<file path="src/rtl/clk_div_pkg.sv">
// Shared types and constants for the programmable clock divider.
// Contents:
//   CNT_W    default counter width
//   div_t    ratio / counter type
//   DIV_MIN  smallest ratio the divider accepts
//   half_up  high-phase length for a ratio: (n+1)>>1, without overflow
package clk_div_pkg;

  localparam int unsigned CNT_W   = 8;
  localparam int unsigned DIV_MIN = 2;

  typedef logic [CNT_W-1:0] div_t;

  function automatic div_t half_up(input div_t n);
    logic [CNT_W:0] wide;
    wide = ({1'b0, n} + 1'b1) >> 1;
    return wide[CNT_W-1:0];
  endfunction

endpackage

</file>
<file path="src/rtl/clk_div_odd_stage.sv">
// Negedge extension stage for 50% duty on odd ratios.
// hi_n follows hi_p half a cycle later. For odd ratios the output is
// hi_p & hi_n, which trims half a cycle from the leading edge of the high phase.
// The two flops toggle on opposite clock edges, so the AND cannot glitch.
// Ports:
//   clk      in  system clock (hi_n is captured on its falling edge)
//   rst      in  synchronous active-high reset, sampled on the falling edge
//   hi_p     in  posedge high-phase flop from the divider
//   odd      in  the ratio in effect is odd
//   clk_out  out divided clock
module clk_div_odd_stage (
  input  logic clk,
  input  logic rst,
  input  logic hi_p,
  input  logic odd,
  output logic clk_out
);

  logic hi_n;

  always_ff @(negedge clk) begin
    if (rst) hi_n <= 1'b0;
    else     hi_n <= hi_p;
  end

  assign clk_out = odd ? (hi_p & hi_n) : hi_p;

endmodule

</file>
<file path="src/rtl/clk_div_prog.sv">
// Runtime-programmable integer clock divider (ratio 2 .. 2^CNT_W-1).
// A new ratio is requested with a load strobe. It takes effect only at a
// period boundary, so the output never has a runt period.
// Optional feature: define CLK_DIV_ODD50_EN for 50% duty on odd ratios.
// This adds a negedge stage.
// Ports:
//   clk       in   system clock
//   rst       in   synchronous active-high reset
//   en        in   divider enable
//   div_in    in   requested ratio
//   div_load  in   1-cycle request strobe for div_in
//   div_ack   out  1-cycle pulse when the pending ratio is applied
//   div_err   out  1-cycle pulse when a request is rejected (div_in < 2)
//   div_cur   out  ratio currently in effect
//   tick      out  high in the first cycle of each output period
//   clk_out   out  divided clock
module clk_div_prog
  import clk_div_pkg::*;
#(
  parameter int unsigned CNT_W     = clk_div_pkg::CNT_W,
  parameter int unsigned DIV_RESET = 5
) (
  input  logic             clk,
  input  logic             rst,
  input  logic             en,
  input  logic [CNT_W-1:0] div_in,
  input  logic             div_load,
  output logic             div_ack,
  output logic             div_err,
  output logic [CNT_W-1:0] div_cur,
  output logic             tick,
  output logic             clk_out
);

  logic [CNT_W-1:0] cnt;
  logic [CNT_W-1:0] cnt_nxt;
  logic [CNT_W-1:0] div_nxt;
  logic [CNT_W-1:0] pend_div;
  logic [CNT_W:0]   half_nxt;
  logic             pend;
  logic             run;
  logic             hi_p;
  logic             wrap;
  logic             period_start;
  logic             apply;
  logic             load_ok;

  // run distinguishes "cnt held at 0 while disabled" from a counting 0.
  // On the first enabled edge, a fresh full period starts instead of advancing the count.
  always_comb begin
    wrap         = run & (cnt == div_cur - 1'b1);
    period_start = en & (~run | wrap);
    apply        = pend & (period_start | ~en);
    div_nxt      = apply ? pend_div : div_cur;
    cnt_nxt      = (period_start | ~en) ? '0 : cnt + 1'b1;
    half_nxt     = ({1'b0, div_nxt} + 1'b1) >> 1;
    load_ok      = div_load & (div_in >= CNT_W'(DIV_MIN));
  end

  always_ff @(posedge clk) begin
    if (rst) begin
      cnt      <= '0;
      div_cur  <= CNT_W'(DIV_RESET);
      pend     <= 1'b0;
      pend_div <= '0;
      run      <= 1'b0;
      hi_p     <= 1'b0;
      tick     <= 1'b0;
      div_ack  <= 1'b0;
      div_err  <= 1'b0;
    end else begin
      run     <= en;
      cnt     <= cnt_nxt;
      div_cur <= div_nxt;
      div_ack <= apply;
      div_err <= div_load & ~load_ok;
      // The new period's high phase and tick use the ratio applied on this same edge.
      hi_p    <= en & ({1'b0, cnt_nxt} < half_nxt);
      tick    <= en & (cnt_nxt == '0);
      // A load on the apply edge wins over clearing pend.
      if (load_ok) begin
        pend     <= 1'b1;
        pend_div <= div_in;
      end else if (apply) begin
        pend <= 1'b0;
      end
    end
  end

`ifdef CLK_DIV_ODD50_EN
  clk_div_odd_stage u_odd_stage (
    .clk     (clk),
    .rst     (rst),
    .hi_p    (hi_p),
    .odd     (div_cur[0]),
    .clk_out (clk_out)
  );
`else
  assign clk_out = hi_p;
`endif

endmodule

</file>
<file path="config.mk">
export PLATFORM = sky130hd
export DESIGN_NAME = clk_div_prog
export DESIGN_NICKNAME = d
export VERILOG_FILES = /design/src/rtl/clk_div_pkg.sv /design/src/rtl/clk_div_odd_stage.sv /design/src/rtl/clk_div_prog.sv
export SDC_FILE = /design/constraint.sdc
export NUM_CORES = 1
export LEC_CHECK = 0
export CORE_ASPECT_RATIO = 1.5
export CORE_MARGIN = 2
export CORE_UTILIZATION = 51
export DETAILED_ROUTE_END_ITERATION = 8
export PLACE_DENSITY = 0.76
export SYNTH_ARGS = -nofsm -noshare
export SYNTH_HDL_FRONTEND = slang
export SYNTH_SLANG_ARGS = --single-unit
</file>
<file path="constraint.sdc">
create_clock -name clk -period 4.4 [get_ports clk]
set_input_delay 0.44 -clock clk [delete_from_list [all_inputs] [get_ports clk]]
set_output_delay 0.44 -clock clk [all_outputs]
set_load 0.005 [all_outputs]
</file>
# Word level (Yosys, flattened, before mapping)
# Index checks and enable logic that the tools add are counted.
[word_totals]
output_inout_bits = 12
regBits = 30
elab_cells = 33
[op_classes]
eq_ne = 1
bitwise = 12
magnitude_cmp = 2
n_addsub = 3
mux = 4
n_reduce_logical = 2
[op_table]
columns = ["op", "count"]
rows = [
  ["$mux 8", 2],
  ["$add 8x1->9 const B", 1],
  ["$add 8x1->8 const B", 1],
  ["$eq 8x8->1", 1],
  ["$ge 8x2->1 const B", 1],
  ["$logic_not 8->1", 1],
  ["$lt 8x8->1", 1],
  ["$sub 8x1->8 const B", 1],
  ["$and 1x1->1", 7],
  ["$not 1->1", 3],
  ["$mux 1", 2],
  ["$or 1x1->1", 2],
  ["$reduce_bool 2->1", 1],
]

# Logic depth before layout (Yosys ltp)
[depth]
word_depth = 11
depth_mapped = 22
ltp_nobuf = 20

# Worst setup path before layout
# OpenSTA, ideal clock, no wires.
[synth_path]
kind = "register -> register"
from = "register div_cur[0]"
to = "register hi_p, in the netlist clk_out"
synth_period_minus_slack_ps = 4055
arrival_time_ps = 3995
path_slack_ps = 345
stages_incl_launch_ff = 23
cell_sequence = "dfxtp_1 > clkbuf_1 > inv_1 > ha_1 > o21bai_1 > a2111oi_0 > a311o_1 > o31a_1 > buf_2 > nand3_1 > nand2_1 > ha_1 > nand3_1 > nor2_1 > nand3_1 > mux2_4 > ha_1 > nand3_1 > nor2_1 > o211ai_1 > a21oi_1 > nor4b_1 > o31a_1"
[synth_between]
elab_chain_cells = 11
elab_cells_between_ends = 12
cone_classes = "2 x add/sub; 1 x order compare; 1 x eq/ne; 2 x mux; 6 x bitwise"
[synth_lines]
columns = ["item", "line_no", "text"]
rows = [
  ["from (decl)", "clk_div_prog.sv:30", "output logic [CNT_W-1:0] div_cur,"],
  ["from (signal assigned)", "clk_div_prog.sv:63", "div_cur <= CNT_W'(DIV_RESET);"],
  ["from (signal assigned)", "clk_div_prog.sv:74", "div_cur <= div_nxt;"],
  ["$sub 8x1->8", "clk_div_prog.sv:51", "wrap = run & (cnt == div_cur - 1'b1);"],
  ["$eq 8x8->1", "clk_div_prog.sv:51", ""],
  ["$and 1x1->1", "clk_div_prog.sv:51", ""],
  ["$or 1x1->1", "clk_div_prog.sv:52", "period_start = en & (~run | wrap);"],
  ["$and 1x1->1", "clk_div_prog.sv:52", ""],
  ["$or 1x1->1", "clk_div_prog.sv:53", "apply = pend & (period_start | ~en);"],
  ["$and 1x1->1", "clk_div_prog.sv:53", ""],
  ["$mux 8", "clk_div_prog.sv:54", "div_nxt = apply ? pend_div : div_cur;"],
  ["named net div_nxt[1]", "clk_div_prog.sv:37", "logic [CNT_W-1:0] div_nxt;"],
  ["$add 8x1->9", "clk_div_prog.sv:56", "half_nxt = ({1'b0, div_nxt} + 1'b1) >> 1;"],
  ["$lt 8x8->1", "clk_div_prog.sv:78", "hi_p <= en & ({1'b0, cnt_nxt} < half_nxt);"],
  ["$and 1x1->1", "clk_div_prog.sv:78", ""],
  ["to (signal assigned)", "clk_div_prog.sv:78", ""],
  ["to (decl)", "clk_div_prog.sv:42", "logic hi_p;"],
]
# The timed path passes the listed nets, and every way through them passes these cells.
# A chain may end at the register's enable or synchronous reset.

# Final worst setup path
# Same ends and word-level chain as after synthesis.

==> impl_metrics.csv <==
group,metric,value,unit
layout,diodes,0,
routing,drtPass1Iterations,4,
logic_synthesis,syn-num-nets,272,
layout,areaGrowthSynthToFinish,16.9,%
critical_path,critPathLaunch,"div_cur[0]$_SDFF_PP1_",
critical_path,crit_arrival,4.30,ns
clocking,cts_root_buf,"clkbuf_8",
logic_synthesis,synth_warnings,0,
sta,worst_pin_slew,1.01,ns
place,dp_slack,0.301,ns
min_path,worstHoldStart,"pend_div[7]$_SDFFE_PP0P_",
sta,final_hold_viol_count,0,
place,placed_area,2280,µm²
global_route,grt_overflow,0,
critical_path,cp_data_required_time,4.63,ns
pwr,leakagePower,0.907,nW
global_route,antenna_found_initial,0,
sta,fin_worst_skew,0.00593,ns
global_route,grt_pass1_wl,8.18,mm
layout,final_area,2380,µm²
min_path,hold_depth,2,
sta,min_period_over_period,92.5,%
routing,drcViolationCount,0,
sta,whs,0.528,ns
pwr,vdd_drop_max,0.256,mV
critical_path,rr_startpoint,"div_cur[0]$_SDFF_PP1_",
sta,slew_viol_final,0,
sta,relSlewSlack,32.1,%
sta,setup_tns,0,ns
critical_path,critical_path.endpoint_type,"register",
floorplan,die_h,81.4,µm
logic_synthesis,syn_area,2040,µm²
place,dp.cells,309,
floorplan,pin_count,24,
logic_synthesis,synthCells,250,
clocking,cts_hold_buffers,0,
layout,final_cell_mix,"dfxtp_1 (28), nand2_1 (24), nand3_1 (23), clkdlybuf4s50_1 (23)",
sta,setup_viol,0,
global_route,grt_max_degree,28,
logic_synthesis,synth_ff_type,"dfxtp_1",
clocking,clkSinkCount,30,
routing,postRouteWirelength,4.79,mm
place,port_buffers,23,
routing,wl_per_cell,15.1,µm
critical_path,worstSetupPathType,"reg2reg",
flow_run,drv_cap,0,
global_route,use_met1,22.7,%
logic_synthesis,synth_compound_area_share,16.0,%
pwr,power.density,263,nW/µm²
floorplan,die_w,55.6,µm
routing,drt_iter0_markers,47,
global_route,grt_usage,23.2,%
critical_path,rr_worst_depth,20,
min_path,worstHoldEndpoint,"pend_div[7]$_SDFFE_PP0P_",
logic_synthesis,synth_fa_ha_area_share,6.14,%
logic_synthesis,synthXorXnorAreaFrac,11.6,%
logic_synthesis,ys_seq_elements,30,
clocking,clk_latency,0.28,ns
sta,rsz0062_at_grt,"no",
global_route,met2_usage,43.5,%
logic_synthesis,synth_edf_count,0,
logic_synthesis,synth_top_family_by_area,"simple AND/OR/NAND/NOR gates",
routing,ant_nets,0,
global_route,use_met3,4.57,%
layout,final_util,61.3,%
critical_path,rrSetupSlack,0.33,ns
global_route,grt_pass1_vias,1853,
floorplan,row_count,28,
clocking,cts.path.max_buffers,2,
global_route,grt_busiest_layer,"met2",
sta,fmax,0.246,GHz
clocking,cts_tree,"built",
logic_synthesis,avgSynthCellArea,8.15,µm²
sta,period_needed,4.07,ns
critical_path,r2r-end,"clk_out$_SDFF_PP0_",
logic_synthesis,synth_cell_types,43,
clocking,cts-htree-levels,2,
logic_synthesis,synth_async_sr_flop_share,0,%
critical_path,cp-start-kind,"register",
routing,vias,1834,
logic_synthesis,synth-simple-area-share,26.8,%
routing,viasPerCell,5.77,
floorplan,die-area,4530,µm²
pwr,power,0.627,mW
logic_synthesis,yosysSeqAreaShare,29.5,%
logic_synthesis,synthMuxAreaShare,3.93,%
floorplan,core,3890,µm²
critical_path,cp_max_fo,8,
place,hpwlAfterDp,3.58,mm
layout,fin_cells,318,
clocking,path_clk_slew,0.06,ns
clocking,numCtsBuffers,5,
sta,setup_ws,0.330,ns
place,place_congestion,0.891,
layout,final_nets,294,
layout,layout_commonest_cell,"dfxtp_1",
run_status,outcome,"finished, final reports clean",
floorplan,initial_core_util,52.4,%
layout,drive_gt1_share,9.16,%
min_path,hp-class,"reg2reg",
[kinds of logic after synthesis]
| logic type | after synthesis |
|---|---|
| compound gates | 48 |
| xor+xnor | 27 |
| fa+ha+maj | 10 |
| buf+inv | 24 |
| flops | 30 |
| mux | 7 |
| simple gates | 104 |
[worst max-delay path, cell delays in order, from the launching register on]
cell and delay [ns]:
dfxtp_2 0.40, inv_1 0.08, ha_1 0.27, o21bai_1 0.18, a2111oi_1 0.40, a311o_1 0.24
o31a_1 0.21, nand3_1 0.12, nand2_1 0.08, ha_1 0.17, nand3_1 0.12, nor2_1 0.20
nand3_1 0.09, mux2_4 0.27, ha_1 0.28, nand3_1 0.10, nor2_1 0.07, o21ai_0 0.08
o221ai_1 0.14, nor4b_1 0.30, o31a_1 0.19
[timing repair]
| item | in CTS | in global routing |
|---|---|---|
| gates resized for setup | 0 | 3 |
| setup endpoints to repair | 0 | 1 |
| hold endpoints to repair | 0 | 0 |
| setup buffers | 0 | 1 |
[cells in the mapped netlist, types with 2 or more instances]
| library cell | number | share of area, % |
|---|---|---|
| and2_1 | 3 | 0.92 |
| nand3_1 | 23 | 5.6 |
| a21o_1 | 3 | 1.1 |
| nor3_2 | 3 | 1.5 |
| nand2_1 | 24 | 4.4 |
| nor2b_1 | 2 | 0.61 |
| xor2_1 | 9 | 3.9 |
| nor3b_1 | 2 | 0.74 |
| mux2i_1 | 5 | 2.5 |
| dfxtp_1 | 30 | 29 |
| a21oi_1 | 16 | 3.9 |
| xnor2_1 | 18 | 7.7 |
| a211oi_1 | 2 | 0.74 |
| buf_6 | 4 | 2.2 |
| nand4_1 | 3 | 0.92 |
| nor4_1 | 2 | 0.61 |
| clkbuf_1 | 8 | 1.5 |
| a22oi_1 | 2 | 0.74 |
| o31ai_1 | 3 | 1.1 |
| and3_1 | 5 | 1.5 |
| o31a_1 | 2 | 0.86 |
| inv_1 | 9 | 1.7 |
| nor2_1 | 18 | 3.3 |
| mux2_4 | 2 | 1.5 |
| o21ai_0 | 11 | 2.7 |
| ha_1 | 10 | 6.1 |
| nand2b_1 | 6 | 1.8 |
| buf_2 | 3 | 0.74 |
| nor3_1 | 8 | 2.0 |
[final cells by class]
type / count / area, µm²
fill: 339 / 1510
clock inverter: 1 / 5.00
timing repair buffer: 30 / 283
clock buffer: 7 / 86.3
inverter: 9 / 33.8
sequential: 30 / 603
multi-input combinational: 196 / 1320
tap: 45 / 56.3
[sequential cells by signal, summed over array words and instances, names as in the netlist]
signal,cells
pend,1
div_err,1
cnt,8
div_ack,1
pend_div,8
run,1
clk_out,1
div_cur,8
tick,1
[per-layer routing]
layer	wire length (µm)	part of all wire, %	vias up
met4	272	5.7	0
met3	137	2.9	24
met2	2550	53	49
met5	0	0	-
met1	1840	38	836
li1	-	-	925
[power by group]
group          leakage, nW  internal, mW  switching (mW)  total (mW)
clock network       0.0482         0.126          0.0988       0.225
registers            0.245         0.282          0.0141       0.296
logic                0.613        0.0530          0.0529       0.106
total                0.907         0.461           0.166       0.627
[worst max path at each step]
stage                     cells after the start                  to  slack (ns)
after floorplan                              22  clk_out$_SDFF_PP0_        0.35
after global placement                       20  clk_out$_SDFF_PP0_        0.49
after detailed placement                     20  clk_out$_SDFF_PP0_        0.30
after CTS                                    20  clk_out$_SDFF_PP0_        0.25
after global routing                         20  clk_out$_SDFF_PP0_        0.04
final                                        20  clk_out$_SDFF_PP0_        0.33
Note: power is estimated with default switching activity, not from simulation.
==> RTL change 1: new RTL, config.mk and constraints unchanged <==
The output `div_err` loses its register stage (`div_err` becomes a continuous assignment). Comments in the files are not updated.
--- a/src/rtl/clk_div_prog.sv
+++ b/src/rtl/clk_div_prog.sv
@@ -69,3 +69,2 @@
       div_ack  <= 1'b0;
-      div_err  <= 1'b0;
     end else begin
@@ -75,3 +74,2 @@
       div_ack <= apply;
-      div_err <= div_load & ~load_ok;
       // The new period's high phase and tick use the ratio applied on this same edge.
@@ -88,2 +86,4 @@
   end
+
+  assign div_err = div_load & ~load_ok;
 
Function: changed (a bounded check fails within 4 cycles, from zero or initial values and one cycle with rst high).
==> RTL change 1 against the original RTL <==
Setup slack worse by 0.0099 ns. Area after synthesis is 3.3% lower. Sequential cell count is 1 lower. Wire length is 1.4% lower. Power is 2.5% lower. Via count is 1.0% higher. Design area is 2.2% lower. Global-route usage is 2.0 points higher. Critical endpoint unchanged. Highest routed layer unchanged.
==> RTL change 1: results (changes against the original RTL) <==
Global routing
  – Gr usage total: 25.2% (+2.0 points)
  – Met3 Use GR: 3.90% (-0.66 points)
  – Met2 GRT Util: 44.5% (+1.1 points)
  – Routing usage on met1: 28.1% (+5.4 points)
  – First-pass GRT wire length: 8030 um (-1.9%)
  – Pin count of the biggest net entering global routing: 27 (-3.6%)
  – Initial antenna violation count: 0 (unchanged)
  – Vias in the first global route: 1784 (-3.7%)

Finish
  – Diodes inserted: 0 (unchanged)
  – Filler cells: 336 (-0.88%)
  – Share of layout cells above drive strength 1: 9.19% (+0.034 points)
  – Biggest regs: cnt x8, div_cur x8, pend_div x8
  – Nets: 294 (unchanged)
  – Fin cells: 315 (-0.94%)

Yosys
  – Synth Flop Type: dfxtp_1
  – Register area share after synthesis: 29.4% (about the same)
  – Cells after synthesis: 248 (-0.80%)
  – Warnings, synthesis: 0 (unchanged)
  – FFs w/ async S/R, synth: 0% (unchanged)
  – Synth top area cells: dfxtp_1 (29%), xnor2_1 (7.1%), ha_1 (6.3%)
  – Post-synth cell types: 46 (+7.0%)
  – Synth top cells by count: dfxtp_1 (29), nand2_1 (25), nand3_1 (23)
  – Post-synthesis net count: 270 (-0.74%)

Timing
  – Worst-Margin Slew: 0.550 ns (-0.465 ns)
  – Layout Skew: 0.00485 ns (-0.00108 ns)
  – Setup_tns: 0 ns (unchanged)

Worst setup path
  – Cell family with most CP delay: compound AO/OA/AOI/OAI gates
  – Max FO, Critical Path: 9 (+1)
  – Worst path arrival time: 4.29 ns (about the same)
  – Crit-path max cell delay: 0.50 ns (+0.10 ns)
  – Worst path slowest cell: dfxtp_1

Placement
  – RePlAce Congestion: 0.908 (+1.9%)
  – Buffers on Ports: 23 (unchanged)
  – HPWL Detailed: 3570 um (-0.38%)
  – Worst slack, placed: 0.289 ns (-0.0121 ns)
  – Area of placed instances: 0.00223 sq mm (-2.0%)
  – Post-Place Cells: 308 (-0.32%)

Detailed routing
  – 1st-iter DRT viols: 59 (+26%)
  – Final WL: 4720 um (-1.4%)
  – Uppermost layer routed: met4
  – Wl on met1: 1860 um (+1.5%)
  – Met2 wire length: 2610 um (+2.4%)
  – Initial DRT Pass Iterations: 4 (unchanged)
  – Total number of vias: 1853 (+1.0%)
  – Met3 WL: 124 um (-9.5%)

Power and ir drop
  – LEAKAGE: 0.879 nW (-3.1%)
  – Worst vdd ir: 0.229 mV (-11%)

Clock network
  – Post-CTS Resized: 0 (unchanged)
  – Worst-path clk slew: 0.06 ns (about the same)
  – Clk Latency, worst-skew pair: 0.28 ns (about the same)
  – CTS root buffer: clkbuf_8
  – Clock tree buffer depth: 2 (unchanged)
  – Post-CTS setup buffers: 0 (unchanged)
  – H-tree levels: 2 (unchanged)
  – CTS buffer count: 5 (unchanged)

Worst hold path
  – Min-Delay Path Class: flop to flop

Run status
  – Status: complete, no violations
RTL change 1: layout make-up:
class | count | area, sq um | share of cell area, %
Clock buffer | 7 | 86.3 | 3.71
Inverter | 7 | 26.3 | 1.13
Sequential cell | 29 | 581 | 24.9
Multi-Input combinational cell | 198 | 1290 | 55.5
Timing Repair Buffer | 31 | 290 | 12.5
Tap cell | 43 | 53.8 | 2.31
RTL change 1: worst paths after layout:
kind / slack (ns) / to / cells past startpoint / startpoint
max: 0.32 / clk_out / 19 / div_cur[0]
min: 0.51 / pend_div[4] / 2 / pend_div[4]
max reg2reg: 0.32 / clk_out / 19 / div_cur[0]
min reg2reg: 0.51 / pend_div[4] / 2 / pend_div[4]
RTL change 1: logic make-up (layout without fill, tap and decap cells):
group	count (synthesis)	in the layout	share of synthesized area [%]
DFF	29	29	29.4
xor gates and xnor gates	25	25	11.1
adders and majority gates	10	10	6.35
and+or+nand+nor	108	108	28.1
AOI/OAI and AO/OA	48	48	15.8
muxes	7	7	3.68
buffers and inverters	21	45	5.52
RTL change 1: power breakdown:
part	total, mW	internal [mW]	switching (mW)	leakage [nW]
logic	0.108	0.0531	0.0552	0.597
registers	0.285	0.273	0.0120	0.237
clock network	0.218	0.124	0.0944	0.0443
total	0.611	0.450	0.161	0.879
RTL change 1: worst min-delay path, delay by kind of cell (launching register included):
| kind | cells | cell delay, ns |
|---|---|---|
| flip-flops | 1 | 0.34 |
| AND/OR/NAND/NOR | 1 | 0.07 |
| AO/OA/AOI/OAI | 1 | 0.05 |
RTL change 1: metrics by stage:
step           total power, mW  hold slack, ns
2_1_floorplan            0.359           0.470
3_3_place_gp             0.395           0.491
3_5_place_dp             0.396           0.495
4_1_cts                  0.616           0.504
5_1_grt                  0.642           0.548
6_report                 0.611           0.508
==> RTL change 2: new RTL, config.mk and constraints unchanged <==
Made on the original files. Add an input register stage for `div_in`, without a reset; this delays it by one clock. The other inputs are not delayed to match. Comments in the files are not updated.
--- a/src/rtl/clk_div_prog.sv
+++ b/src/rtl/clk_div_prog.sv
@@ -34,2 +34,8 @@
 
+  logic [CNT_W-1:0] div_q;
+
+  always_ff @(posedge clk) begin
+    div_q <= div_in;
+  end
+
   logic [CNT_W-1:0] cnt;
@@ -56,3 +62,3 @@
     half_nxt     = ({1'b0, div_nxt} + 1'b1) >> 1;
-    load_ok      = div_load & (div_in >= CNT_W'(DIV_MIN));
+    load_ok      = div_load & (div_q >= CNT_W'(DIV_MIN));
   end
@@ -82,3 +88,3 @@
         pend     <= 1'b1;
-        pend_div <= div_in;
+        pend_div <= div_q;
       end else if (apply) begin
Formal check against the unedited RTL: not equivalent (a bounded check fails within 4 cycles, from zero or initial values and one cycle with rst high).
==> RTL change 2 against the original RTL <==
Wire length grew 0.90%. Area after synthesis up 7.9%. Clock skew fell by 0.0026 ns. Sequential share of layout area is 4.3 points higher. Critical path type unchanged. Power up 22%. Synthesized cell count rose by 3.2%. Largest cell class unchanged. Sequential cell count up 8. Design area rose by 8.1%. Largest power group unchanged. Setup slack better by 0.014 ns.
==> RTL change 2: results (changes against the original RTL) <==
Placement
  – Area of placed instances: 0.00243 sq mm (+6.4%)
  – RePlAce Congestion: 0.862 (-3.3%)
  – HPWL Detailed: 3520 um (-1.8%)
  – Buffers on Ports: 23 (unchanged)
  – Worst slack, placed: 0.158 ns (-0.144 ns)

Worst setup path
  – Crit path capture type: flop
  – Reg2Reg Depth: 21 (+5.0%)
  – Worst path arrival time: 4.29 ns (about the same)

Finish
  – Nets: 302 (+2.7%)
  – Share of layout cells above drive strength 1: 9.61% (+0.45 points)
  – Fin util: 61.7% (+0.45 points)
  – Filler cells: 360 (+6.2%)

Detailed routing
  – Met2 wire length: 2630 um (+3.4%)
  – Met3 WL: 152 um (+11%)
  – 1st-iter DRT viols: 35 (-26%)
  – Final WL: 4830 um (+0.90%)
  – Total number of vias: 1853 (+1.0%)

Global routing
  – First-pass GRT wire length: 8170 um (-0.17%)
  – Gr usage total: 21.4% (-1.9 points)
  – Vias in the first global route: 1738 (-6.2%)

Timing
  – Layout Skew: 0.00337 ns (-0.00256 ns)
  – Max transition margin: 31.5% (-0.59 points)
  – Min Hold Slack: 0.455 ns (-0.0735 ns)

Yosys
  – Post-synthesis net count: 280 (+2.9%)
  – FFs w/ async S/R, synth: 0% (unchanged)
  – Synth top area cells: dfxtp_1 (35%), xnor2_1 (7.2%), ha_1 (5.7%)
  – Synth top cells by count: dfxtp_1 (38), nand2_1 (24), nand3_1 (23)
  – Register area share after synthesis: 34.6% (+5.1 points)

Power and ir drop
  – Worst vdd ir: 0.270 mV (+5.4%)
  – LEAKAGE: 0.981 nW (+8.2%)

Run status
  – Status: complete, no violations

Worst hold path
  – Worst Hold Launch: div_q[1]
  – Worst Hold Path EP: pend_div[1]
==> RTL change 2: cell types whose count changed after synthesis, sizes merged <==
cell   change
dfxtp      +8
==> RTL change 2: routing by layer <==
| metal | track usage, % | vias up |
|---|---|---|
| li1 | - | 947 |
| met1 | 24.5 | 857 |
| met2 | 37.2 | 38 |
| met3 | 3.54 | 11 |
| met4 | 10.6 | 0 |
| met5 | 0 | - |
==> RTL change 2: report_power, final <==
part | total (mW) | switching [mW] | internal (mW)
clock network | 0.284 | 0.115 | 0.169
registers | 0.376 | 0.0184 | 0.358
logic | 0.103 | 0.0507 | 0.0523
==> RTL change 2: cells by family (layout without fill, tap and decap cells) <==
kind of cell             after synthesis  in the layout  synth area share, %
AO/OA/AOI/OAI                         48             48                 14.9
adder cells (fa/ha/maj)               10             10                 5.69
AND/OR/NAND/NOR                      104            104                 24.8
buffers and inverters                 24             47                 5.63
multiplexers                           7              7                 3.64
XOR/XNOR                              27             27                 10.8
flip-flops                            38             38                 34.6
==> RTL change 2: metrics by stage <==
stage | total power [mW] | std cells
6_report | 0.763 | 327
2_1_floorplan | 0.448 | 258
4_1_cts | 0.766 | 324
3_3_place_gp | 0.480 | 316
5_1_grt | 0.801 | 327
3_5_place_dp | 0.482 | 316
==> RTL change 2: worst max-delay path by stage <==
stage,startpoint,endpoint,cells past startpoint
final,div_cur[0],clk_out,21
after global placement,div_cur[0],clk_out,20
after global routing,div_cur[0],clk_out,20
after CTS,div_cur[0],clk_out,20
after floorplan,div_cur[0],clk_out,22
after detailed placement,div_cur[0],clk_out,20
==> RTL change 2: what timing repair did <==
item                                    in CTS  in global routing
setup buffers                                0                  3
endpoints found under the setup margin       0                  1
hold endpoints to repair                     0                  0
resized for setup                            0                  7
==> RTL change 2: final cells by class <==
cell class / instances / share of cell area, %
Inverter: 9 / 1.31
Timing Repair Buffer: 30 / 11.0
Clock inverter: 1 / 1.17
Tap cell: 46 / 2.24
Multi-Input combinational cell: 196 / 51.7
Sequential cell: 38 / 29.6
Clock buffer: 7 / 2.96
==> RTL change 2: worst max-delay path, delay by kind of cell, from the launching register on <==
family	cells	cell delay (ns)
AOI/OAI and AO/OA	7	1.44
xor gates and xnor gates	1	0.14
adders and majority gates	3	0.71
buffers and inverters	2	0.21
DFF	1	0.41
muxes	1	0.10
and+or+nand+nor	7	0.98
